==> src/rtl/stopwatch_ctrl.sv <==
// rtl/stopwatch_ctrl.sv - stopwatch control FSM with key debounce and lap snapshot; optional auto-stop via STOPWATCH_AUTOSTOP_EN
module stopwatch_ctrl #(
  parameter int          DEBOUNCE_CYCLES = 250000,
  parameter logic [15:0] MAX_COUNT       = 16'hFFFF
) (
  input  logic        CLOCK_50,
  input  logic        reset_n,
  input  logic        key_ss_n,
  input  logic        key_lap_n,
  input  logic        tick,
  input  logic [15:0] count_in,
  output logic        count_en,
  output logic        count_clr,
  output logic [15:0] disp_value,
  output logic        running,
  output logic        lap_active,
  output logic        overflow
);

  localparam int            CW      = $clog2(DEBOUNCE_CYCLES + 1);
  localparam logic [CW-1:0] DB_LAST = CW'(DEBOUNCE_CYCLES - 1);

  typedef enum logic [1:0] {
    S_IDLE,
    S_RUN,
    S_PAUSED,
    S_LAP
  } state_t;

  // Bit 0 of every per-key vector is start/stop, bit 1 is lap/clear.
  logic [1:0]         sync1_q, sync1_d;
  logic [1:0]         sync2_q, sync2_d;
  logic [1:0]         db_lvl_q, db_lvl_d;
  logic [1:0][CW-1:0] db_cnt_q, db_cnt_d;
  logic [1:0]         press_q, press_d;

  state_t      state_q, state_d;
  logic [15:0] lap_q, lap_d;
  logic [15:0] disp_q, disp_d;
  logic        clr_q, clr_d;
  logic        ovf_q, ovf_d;

  logic press_ss;
  logic press_lap;
  logic at_max;

  assign press_ss  = press_q[0];
  assign press_lap = press_q[1];

  assign running    = (state_q == S_RUN) || (state_q == S_LAP);
  assign lap_active = (state_q == S_LAP);
  assign count_en   = tick && running && !at_max;
  assign count_clr  = clr_q;
  assign disp_value = disp_q;

`ifdef STOPWATCH_AUTOSTOP_EN
  assign at_max   = running && (count_in == MAX_COUNT);
  assign overflow = ovf_q;
`else
  logic unused_max;
  assign at_max     = 1'b0;
  assign overflow   = 1'b0;
  assign unused_max = ^MAX_COUNT;
`endif

  // Synchronize both keys, then flip the debounced level after a full run of
  // stable mismatching samples; a flip to pressed (low) emits a one-cycle pulse.
  always_comb begin
    sync1_d  = {key_lap_n, key_ss_n};
    sync2_d  = sync1_q;
    db_lvl_d = db_lvl_q;
    db_cnt_d = db_cnt_q;
    press_d  = 2'b00;
    for (int k = 0; k < 2; k++) begin
      if (sync2_q[k] != db_lvl_q[k]) begin
        if (db_cnt_q[k] == DB_LAST) begin
          db_lvl_d[k] = sync2_q[k];
          db_cnt_d[k] = '0;
          press_d[k]  = ~sync2_q[k];
        end else begin
          db_cnt_d[k] = db_cnt_q[k] + 1'b1;
        end
      end else begin
        db_cnt_d[k] = '0;
      end
    end
  end

  // Next state; start/stop wins over lap when both pulse in the same cycle.
  always_comb begin
    state_d = state_q;
    lap_d   = lap_q;
    clr_d   = 1'b0;
    ovf_d   = ovf_q;
    disp_d  = (state_q == S_LAP) ? lap_q : count_in;
    case (state_q)
      S_IDLE: begin
        if (press_ss) begin
          state_d = S_RUN;
        end else if (press_lap) begin
          clr_d = 1'b1;
        end
      end
      S_RUN: begin
        if (at_max) begin
          state_d = S_PAUSED;
          ovf_d   = 1'b1;
        end else if (press_ss) begin
          state_d = S_PAUSED;
        end else if (press_lap) begin
          state_d = S_LAP;
          lap_d   = count_in;
        end
      end
      S_LAP: begin
        if (at_max) begin
          state_d = S_PAUSED;
          ovf_d   = 1'b1;
        end else if (press_ss) begin
          state_d = S_PAUSED;
        end else if (press_lap) begin
          state_d = S_RUN;
        end
      end
      S_PAUSED: begin
        if (press_ss) begin
          if (!ovf_q) begin
            state_d = S_RUN;
          end
        end else if (press_lap) begin
          state_d = S_IDLE;
          clr_d   = 1'b1;
        end
      end
      default: begin
        state_d = S_IDLE;
      end
    endcase
    if (state_d == S_IDLE) begin
      ovf_d = 1'b0;
    end
  end

  // State and datapath registers; reset drops everything back to IDLE at once.
  always_ff @(posedge CLOCK_50 or negedge reset_n) begin
    if (!reset_n) begin
      sync1_q  <= 2'b11;
      sync2_q  <= 2'b11;
      db_lvl_q <= 2'b11;
      db_cnt_q <= '0;
      press_q  <= 2'b00;
      state_q  <= S_IDLE;
      lap_q    <= '0;
      disp_q   <= '0;
      clr_q    <= 1'b0;
      ovf_q    <= 1'b0;
    end else begin
      sync1_q  <= sync1_d;
      sync2_q  <= sync2_d;
      db_lvl_q <= db_lvl_d;
      db_cnt_q <= db_cnt_d;
      press_q  <= press_d;
      state_q  <= state_d;
      lap_q    <= lap_d;
      disp_q   <= disp_d;
      clr_q    <= clr_d;
      ovf_q    <= ovf_d;
    end
  end

endmodule

==> config.mk <==
export PLATFORM = sky130hd
export DESIGN_NAME = stopwatch_ctrl
export DESIGN_NICKNAME = d
export VERILOG_FILES = /design/src/rtl/stopwatch_ctrl.sv
export SDC_FILE = /design/constraint.sdc
export NUM_CORES = 1
export LEC_CHECK = 0
export ABC_CLOCK_PERIOD_IN_PS = 2000
export BUFFER_PORTS_ARGS = -buffer_cell sky130_fd_sc_hd__buf_2
export CAP_MARGIN = 15
export CORE_AREA = 2 2 84 86
export DETAILED_ROUTE_END_ITERATION = 8
export DIE_AREA = 0 0 86 88
export PLACE_DENSITY_LB_ADDON = 0.3
export SETUP_SLACK_MARGIN = 0.1
export SYNTH_ARGS = -nofsm -noshare
export SYNTH_HDL_FRONTEND = slang
export SYNTH_SLANG_ARGS = --single-unit
==> constraint.sdc <==
create_clock -name CLOCK_50 -period 2 [get_ports CLOCK_50]
set_input_delay 0.1 -clock CLOCK_50 [delete_from_list [all_inputs] [get_ports CLOCK_50]]
set_output_delay 0.1 -clock CLOCK_50 [all_outputs]
set_load 0.03 [all_outputs]
# Word-level counts from Yosys, hierarchy flattened
# Index checks and enable logic that the tools add are counted.
# classes
add_sub_neg,2
multipliers,0
n_div,0
order_cmp,0
eq_ne,11
shifts,0
mux,20
bitwise,3
n_reduce_logical,8
# ops
operator,n
18-bit two-way mux,4
18-bit by 1-bit adder with 18-bit output (second input constant),2
18-bit equality test (second input constant),2
16-bit two-way mux,1
2-bit two-way mux,7
2-bit case mux with 4 select lines,1
1-bit two-way mux,7
3-bit != test (second input constant),2
2-bit equality test (second input constant),2
2-bit AND reduction,2
4-bit AND reduction,1
3-bit by 1-bit != test with 1-bit output (second input constant),1
1-bit inverter,3
3-bit AND reduction,1
2-bit by 1-bit equality test with 1-bit output (second input constant),1
2-bit logical NOT,1
1-bit != test,2
2-bit != test (second input constant),1
2-bit OR reduction,1
1-bit logical AND,1
1-bit logical OR,1
# totals
reg_bits,79
latch_bits,0
mem_bits_rw,0
romBits,0
output_inout_bits,21
word_cells,55
memories,0

# Logic depth before layout (Yosys ltp)
# Gate-level depths: netlist (run 1).
# logic_depth
ltp_word,3
ltp_mapped,6
mapped_depth_nobuf,5

# Worst setup path after synthesis (run 1)
# OpenSTA, ideal clock, no wires.
# synth_timing
path_type,register to register
start,register db_cnt_q[13] (netlist name)
end,register db_cnt_q[9] (netlist name)
t_arrival_ns,1.875
slack_ns,0.007
path_stages_with_launch,6
period_less_slack_ns,1.993
path_cell_list,dfrtp_1 > or4b_1 > or4_4 > o21ai_4 > buf_6 > nor2_1
# synth_lines
element,line_no,rtl
"start, declared",34,"logic [1:0][CW-1:0] db_cnt_q, db_cnt_d;"
"start signal, assigned",161,db_cnt_q <= db_cnt_d;

# Final worst setup path (run 1)
# layout_timing
start,register db_cnt_q[6] (netlist name)
end,register db_lvl_q[0]
# layout_between
elab_chain_cells,2
# layout_lines
element,line_no,rtl
18-bit equality test,76,if (db_cnt_q[k] == DB_LAST) begin
2-bit AND reduction (no line),n/a,
"end signal, assigned",160,db_lvl_q <= db_lvl_d;
"end, declared",33,"logic [1:0] db_lvl_q, db_lvl_d;"
# Every way passes these cells.
# A chain may end at the register's enable or synchronous reset.

==> out/results.tsv, run 1 <==
stage	metric	value	unit
power	IR Drop Worst-Case VDD	383	uV
floorplanning	number of top-level design ports	42	
placement	hpwl dp	3850	um
logic_synthesis	number of instances in the synthesized netlist	280	
cells_and_area	final core area utilization	62.7	%
floorplanning	Die Y-Extent	88	um
clock_tree	Root Driver	sky130_fd_sc_hd__clkbuf_8	
logic_synthesis	basic-gate share of the synthesized area counting and, or, nand and nor cells	17.0	%
cells_and_area	Layout area overhead	23.4	%
cells_and_area	Net count, final	375	
power	relative contribution of the clock network to total power	41.9	%
timing	timing-limited maximum frequency	0.506	GHz
critical_path	Reg2Reg Depth	4	
power	power dissipated by switching net loads	0.000710	W
logic_synthesis	library cell occupying the most area in the post-synthesis netlist	sky130_fd_sc_hd__dfrtp_1	
clock_tree	maximum buffer depth of the clock tree	2	
power	combinational fraction of design power	6.0	%
cells_and_area	fraction of layout cells with a size suffix above 1	31.9	%
logic_synthesis	area fraction in compound gates after synthesis	1.96	%
clock_tree	number of post-CTS setup repair buffers	0	
grt	residual overflow from global routing	0	
cells_and_area	finished layout cell area	4170	um2
critical_path	arrival time of data at the critical path endpoint	2.24	ns
min_path	cell count of the worst hold path	2	
grt	number of global-route vias before repair	2363	
logic_synthesis	largest cells by area after synthesis	sky130_fd_sc_hd__dfrtp_1 54%, sky130_fd_sc_hd__mux2_2 11%, sky130_fd_sc_hd__xnor2_1 5.4%	
clock_tree	Reg clk slew, reported paths	0.08	ns
critical_path	Required @ worst endpoint	2.27	ns
timing	Layout Skew	0.00852	ns
clock_tree	CTS Buf Count	9	
logic_synthesis	largest family of logic cells by synthesized area	simple AND/OR/NAND/NOR gates	
placement	post-placement cell area	3770	um2
routing	routed len/inst	13.6	um
routing	detailed-route DRC error count	0	
timing	total count of max-transition violations in the final report	0	
clock_tree	TritonCTS clock tree	yes	
logic_synthesis	synthesized area per cell	12.1	um2
routing	routed via count	2292	
logic_synthesis	Mapped Nets	303	
logic_synthesis	top cell types by occurrence after synthesis	73 x sky130_fd_sc_hd__dfrtp_1, 39 x sky130_fd_sc_hd__nor2_1, 34 x sky130_fd_sc_hd__mux2_2, 21 x sky130_fd_sc_hd__xnor2_1, 15 x sky130_fd_sc_hd__nand3_1	
timing	fin crit share	98.8	%
logic_synthesis	Synth cell types	36	
timing	minimum clock period after layout	1.98	ns
placement	Final GP Congestion	0.798	
critical_path	setup slack on the worst flop-to-flop path	0.02	ns
min_path	class of the tightest hold or removal check	primary input to register	
grt	antenna violations before repair	0	
critical_path	Reg-to-Reg Start	db_cnt_q[6]	
floorplanning	Die Width	86	um
critical_path	critical path startpoint category	register	
power	Total Power Consumption	0.00316	W
routing	residual antenna-violating net count after detailed routing	0	
clock_tree	CTS H-Tree Depth	3	
power	switching part of the total power	22.5	%
logic_synthesis	most instantiated library cell after synthesis	sky130_fd_sc_hd__dfrtp_1	
grt	total routing resource utilization after global routing	17.1	%
power	internal power summed over all cells	0.00245	W
clock_tree	clk sink count	79	
floorplanning	area enclosed by the die boundary	7570	um2
floorplanning	Site Rows	30	
routing	Routed Wire Length	5940	um
floorplanning	starting utilization of the core area	50.9	%
grt	maximum number of pins on one net before global-route repair	80	
timing	setup repair after global routing missed its margin	yes	
placement	Buffers on Ports	40	
floorplanning	Floorplan Core Area	6640	um2
power	leak pwr	1.87	nW
logic_synthesis	Yosys warnings	0	
logic_synthesis	Synth top area share	54.1	%
critical_path	worst flop-to-flop path endpoint	db_lvl_q[0]	
flow_run	number of violations of the max-capacitance limit	0	
grt	first-pass GRT wire length	10200	um
routing	total iterations of the first detailed-routing run	4	
routing	number of DRC markers in iteration 0	94	
power	power per standard cell area	758	nW/um2
logic_synthesis	share of flip-flops with an asynchronous set or reset	100	%
logic_synthesis	Syn Std Cell Area	3380	um2
power	fraction of power consumed by sequential logic	52.1	%
logic_synthesis	area share of fa/ha/maj cells after synthesis	0.740	%
critical_path	type of the setup path with the least slack	register to register	
logic_synthesis	flops & latches, synth	79	
cells_and_area	Antenna diodes	0	
logic_synthesis	proportion of synthesized area in mux cells	11.3	%
critical_path	element type at the critical path end	register	
logic_synthesis	EDFF count, synth	0	
outcome	status	complete, no violations	
logic_synthesis	fraction of synthesized cell area in xor and xnor cells	8.29	%
min_path	Hold Startpoint	count_in[9]	
timing	Hold Fails Final Rpt	0	
logic_synthesis	proportion of synthesized chip area in sequential cells	58.7	%
min_path	Hold EP	lap_q[9]	
logic_synthesis	Main synth FF type	sky130_fd_sc_hd__dfrtp_1	
clock_tree	clock latency of the later-clocked register in the worst-skew pair	0.34	ns
timing	Setup-failing EPs final	0	
routing	Vias/cell	5.24	
critical_path	maximum fanout along the worst path	3	
## cells by family (layout without fill, tap and decap cells)
family                   count (synthesis)  in the layout
adder cells (fa/ha/maj)                  2              2
multiplexers                            34             34
AO/OA/AOI/OAI                           10             10
AND/OR/NAND/NOR                        108            108
other                                    1              1
XOR/XNOR                                32             32
buffers and inverters                   14             91
flip-flops                              79             79
## metrics by stage
| step | hold WS (ns) | worst slack [ns] | instances | setup TNS, ns |
|---|---|---|---|---|
| 6_report | 0.0171 | 0.0242 | 437 | 0 |
| 5_1_grt | 0.00967 | -0.0381 | 437 | -0.280 |
| 4_1_cts | 0.00238 | 0.000538 | 437 | 0 |
| 3_5_place_dp | 0.156 | 0.0155 | 405 | 0 |
| 3_3_place_gp | 0.156 | 0.0574 | 405 | 0 |
| 2_1_floorplan | -0.196 | 0.00957 | 280 | 0 |
## flip-flops by register name (all words and copies together) (netlist names)
| name | count |
|---|---|
| db_cnt_q | 36 |
| disp_value | 16 |
| lap_q | 16 |
| db_lvl_q | 2 |
| press_q | 2 |
| state_q | 2 |
| sync1_q | 2 |
| sync2_q | 2 |
| count_clr | 1 |
## routing by layer
| metal | global-route usage [%] | vias up | wire (um) | share of wire, % |
|---|---|---|---|---|
| met4 | 9.52 | 0 | 125 | 2.1 |
| met1 | 20.9 | 1104 | 2760 | 47 |
| met5 | 0 | - | 0 | 0 |
| li1 | - | 1118 | - | - |
| met2 | 29.0 | 58 | 2800 | 47 |
| met3 | 3.02 | 12 | 248 | 4.2 |
## cells in the final DEF, fill, tap and decap left out, types with 2 or more instances in the layout
master                          netlist  layout
sky130_fd_sc_hd__dlygate4sd3_1        0      16
sky130_fd_sc_hd__clkinvlp_4           0       2
sky130_fd_sc_hd__nor4b_1              3       3
sky130_fd_sc_hd__mux2_2              34      34
sky130_fd_sc_hd__dfrtp_1             73      72
sky130_fd_sc_hd__buf_12               0       2
sky130_fd_sc_hd__a21oi_1              3       3
sky130_fd_sc_hd__nor2_1              39      38
sky130_fd_sc_hd__and4_1               3       3
sky130_fd_sc_hd__o21ai_0              3       3
sky130_fd_sc_hd__buf_2                0      39
sky130_fd_sc_hd__dfstp_2              6       6
sky130_fd_sc_hd__nand4_1              8       8
sky130_fd_sc_hd__nand2_1              9       9
sky130_fd_sc_hd__ha_1                 2       2
sky130_fd_sc_hd__clkbuf_8             0      10
sky130_fd_sc_hd__xnor2_1             21      21
sky130_fd_sc_hd__or4_1                4       4
sky130_fd_sc_hd__nand2b_1             2       2
sky130_fd_sc_hd__nor2b_1              2       2
sky130_fd_sc_hd__nor4_1               7       7
sky130_fd_sc_hd__bufinv_16            0       2
sky130_fd_sc_hd__o31ai_1              2       2
sky130_fd_sc_hd__inv_1                7       7
sky130_fd_sc_hd__buf_4                1      11
sky130_fd_sc_hd__xor2_1              11      11
sky130_fd_sc_hd__nor3_1               6       6
sky130_fd_sc_hd__and2_1               2       2
sky130_fd_sc_hd__nand3_1             15      15
## how the worst max path moves through the flow
| stage | start | slack, ns | depth (start not counted) | endpoint |
|---|---|---|---|---|
| final | db_cnt_q[6] | 0.02 | 4 | db_lvl_q[0] |
| after CTS | db_cnt_q[6] | 0.0005 | 4 | db_lvl_q[0] |
| after detailed placement | db_cnt_q[6] | 0.02 | 4 | db_lvl_q[0] |
| after floorplan | db_cnt_q[6] | 0.01 | 5 | db_cnt_q[9] |
| after global routing | db_cnt_q[6] | -0.04 | 5 | db_cnt_q[0] |
| after global placement | db_cnt_q[6] | 0.06 | 4 | db_lvl_q[0] |
## power by group through the flow
| stage | registers, W | clock network [W] | logic, W |
|---|---|---|---|
| floorplan | 0.00171 | 0 | 0.0000471 |
| global placement | 0.00168 | 0 | 0.000164 |
| detailed placement | 0.00168 | 0 | 0.000168 |
| CTS | 0.00165 | 0.00136 | 0.000192 |
| global route | 0.00165 | 0.00144 | 0.000209 |
| finish | 0.00165 | 0.00133 | 0.000189 |
## final cells by class
cell class,count,area (um2)
clock buffers,10,138
clock inverters,6,92.6
fillers,509,2470
inverters,7,26.3
multi-input cells,187,1350
flip-flops and latches,79,1990
well taps,80,100
repair buffers,68,478
## worst max-delay path, stage by stage, from the launching register on
cell and delay [ns]:
sky130_fd_sc_hd__dfrtp_1 0.39, sky130_fd_sc_hd__or4b_1 0.52, sky130_fd_sc_hd__or4_4 0.56, sky130_fd_sc_hd__nor2_2 0.10, sky130_fd_sc_hd__mux2_2 0.34
## repair_timing
item,4_1_cts,5_1_grt
hold buffers,16,0
gates cloned,0,0
hold endpoints to repair,99,0
setup endpoints to repair,19,20
gates resized for setup,0,2
Note: power is estimated with default switching activity, not from simulation.
==> inputs of run 2 (changes only) <==
CORE_AREA = 2 2 102 104   (was 2 2 84 86)
DIE_AREA = 0 0 104 106   (was 0 0 86 88)
==> run 2 against run 1 <==
Global-route usage down 4.5 points. Wire length up 7.3%. First-iteration DRC count down 51%. Largest power group unchanged.
==> out/results.tsv, run 2 (synthesized netlist as in run 1, its figures left out) <==
stage	metric	value	unit	change
outcome	status	complete, no violations		
power	IR Drop Worst-Case VDD	251	uV	-35%
critical_path	arrival time of data at the critical path endpoint	2.24	ns	about the same
grt	antenna violations before repair	0		unchanged
cells_and_area	flip-flop count of the largest register after layout	36		unchanged
flow_run	number of violations of the max-capacitance limit	0		unchanged
critical_path	element type at the critical path end	register		
timing	minimum clock period after layout	1.96	ns	-0.0145 ns
grt	residual overflow from global routing	0		unchanged
cells_and_area	Antenna diodes	0		unchanged
placement	Final GP Congestion	0.750		-6.1%
timing	Setup-failing EPs final	0		unchanged
critical_path	number of buffers and inverters on the critical path	0		unchanged
routing	detailed-route DRC error count	0		unchanged
clock_tree	Root Driver	sky130_fd_sc_hd__clkbuf_8		
critical_path	Largest delay share family, worst path	simple AND/OR/NAND/NOR gates		
floorplanning	Site Rows	37		+23%
cells_and_area	Layout area overhead	26.3	%	
timing	normalized max-slew margin	63.3	%	
clock_tree	clk sink count	79		unchanged
grt	number of global-route vias before repair	2437		+3.1%
cells_and_area	register bank with the most flops	db_cnt_q		
floorplanning	Die Y-Extent	106	um	+20%
routing	routed via count	2360		+3.0%
cells_and_area	commonest non-fill, non-tap cell in the layout	sky130_fd_sc_hd__dfrtp_1		
timing	setup repair after global routing missed its margin	yes		
routing	number of DRC markers in iteration 0	46		-51%
critical_path	Required @ worst endpoint	2.27	ns	about the same
clock_tree	CTS Buf Count	9		unchanged
timing	transition at the pin with the smallest max-transition slack	0.550	ns	
routing	residual antenna-violating net count after detailed routing	0		unchanged
clock_tree	clock latency of the later-clocked register in the worst-skew pair	0.34	ns	about the same
timing	Post-Route Setup TNS	0	ns	unchanged
min_path	class of the tightest hold or removal check	primary input to asynchronous set/reset pin		
floorplanning	Floorplan Core Area	10000	um2	+51%
routing	routed len/inst	12.7	um	-6.4%
critical_path	maximum fanout along the worst path	3		unchanged
grt	total routing resource utilization after global routing	12.6	%	-4.5 points
placement	hpwl dp	4170	um	+8.3%
floorplanning	area enclosed by the die boundary	11000	um2	+46%
critical_path	critical path startpoint category	register		
critical_path	CP peak stage delay	0.56	ns	about the same
floorplanning	starting utilization of the core area	33.8	%	-17 points
timing	fin crit share	98.1	%	-0.72 points
floorplanning	number of top-level design ports	42		unchanged
clock_tree	Reg clk slew, reported paths	0.08	ns	about the same
routing	total iterations of the first detailed-routing run	4		unchanged
clock_tree	CTS H-Tree Depth	3		unchanged
grt	first-pass GRT wire length	11200	um	+9.9%
cells_and_area	fraction of layout cells with a size suffix above 1	31.8	%	-0.15 points
grt	maximum number of pins on one net before global-route repair	45		-44%
cells_and_area	Net count, final	383		+2.1%
routing	Routed Wire Length	6370	um	+7.3%
power	Total Power Consumption	0.00309	W	-2.3%
critical_path	Cell Chain, Critical Path	or4b_1 -> or4_4 -> nor2_2 -> mux2_2		
power	leak pwr	1.90	nW	+1.4%
clock_tree	maximum buffer depth of the clock tree	2		unchanged
placement	Buffers on Ports	40		unchanged
timing	timing-limited maximum frequency	0.510	GHz	+0.74%
timing	total count of max-transition violations in the final report	0		unchanged
routing	Vias/cell	4.71		-10%
critical_path	type of the setup path with the least slack	register to register		
timing	Layout Skew	0.00823	ns	-0.000296 ns
cells_and_area	top library cells by usage in the layout, fill and taps aside	72 x sky130_fd_sc_hd__dfrtp_1, 39 x sky130_fd_sc_hd__buf_2, 38 x sky130_fd_sc_hd__nor2_1, 34 x sky130_fd_sc_hd__mux2_2, 21 x sky130_fd_sc_hd__xnor2_1		
critical_path	cell with the largest stage delay on the worst path	sky130_fd_sc_hd__or4_4		
floorplanning	Die Width	104	um	+21%
clock_tree	TritonCTS clock tree	yes		
timing	Hold Fails Final Rpt	0		unchanged
power	power per standard cell area	723	nW/um2	-4.6%
==> run 2: cell types whose count changed in the layout (fill, tap and decap cells not counted), sizes merged <==
cell / previous run / this run
buf: 52 / 57
clkinv: 1 / 2
clkbuf: 10 / 12
clkinvlp: 2 / 0
inv: 8 / 7
dlygate4sd3: 16 / 19
==> run 2: through the flow <==
| step | hold slack [ns] | area [um2] | cells | util [%] | setup slack, ns |
|---|---|---|---|---|---|
| detailed placement | 0.132 | 3850 | 463 | 38.5 | 0.0295 |
| floorplan | -0.196 | 3380 | 280 | - | 0.00957 |
| finish | 0.299 | 4270 | 501 | 42.7 | 0.0387 |
| global route | 0.343 | 4270 | 501 | 42.7 | -0.0266 |
| global placement | 0.134 | 3850 | 463 | 38.5 | 0.0493 |
| CTS | 0.300 | 4250 | 498 | 42.5 | 0.0290 |
==> run 2: worst paths after layout <==
check | start | to | cells past startpoint | slack (ns)
worst max-delay path | db_cnt_q[6] | db_lvl_q[0] | 4 | 0.04
worst min-delay path | reset_n | press_q[1] | 2 | 0.30
worst max register to register | db_cnt_q[6] | db_lvl_q[0] | 4 | 0.04
worst min register to register | sync1_q[1] | sync2_q[1] | 0 | 0.36
max in group asynchronous | reset_n | disp_value[8] | 3 | 1.07
min in group CLOCK_50 | sync1_q[1] | sync2_q[1] | 0 | 0.36
==> run 2: final cells by class <==
type,count,area (um2)
Sequential cell,79,1990
Clock inverter,4,70.1
Fill cell,963,5730
Tap cell,136,170
Timing Repair Buffer,76,533
Inverter,7,26.3
Multi-Input combinational cell,187,1350
Clock buffer,12,135
==> run 2: what timing repair did <==
item | CTS | global route
setup buffers | 0 | 3
hold endpoints to repair | 66 | 0
resized for setup | 1 | 1
endpoints found under the setup margin | 19 | 20
hold buffers | 19 | 0
pin swaps | 0 | 1
==> run 2: power breakdown <==
part           leakage, nW  total [W]  switching [W]  internal (W)
logic                0.752   0.000194       0.000113     0.0000815
clock network        0.104    0.00125       0.000545      0.000701
registers             1.04    0.00165      0.0000162       0.00163
==> run 2: layer usage <==
| metal | vias up | part of all wire, % | global-route usage, % |
|---|---|---|---|
| met5 | - | 0 | 0 |
| met4 | 0 | 1.9 | 6.95 |
| met3 | 9 | 4.0 | 2.58 |
| met2 | 49 | 46 | 20.5 |
| met1 | 1169 | 48 | 15.8 |
| li1 | 1133 | - | - |
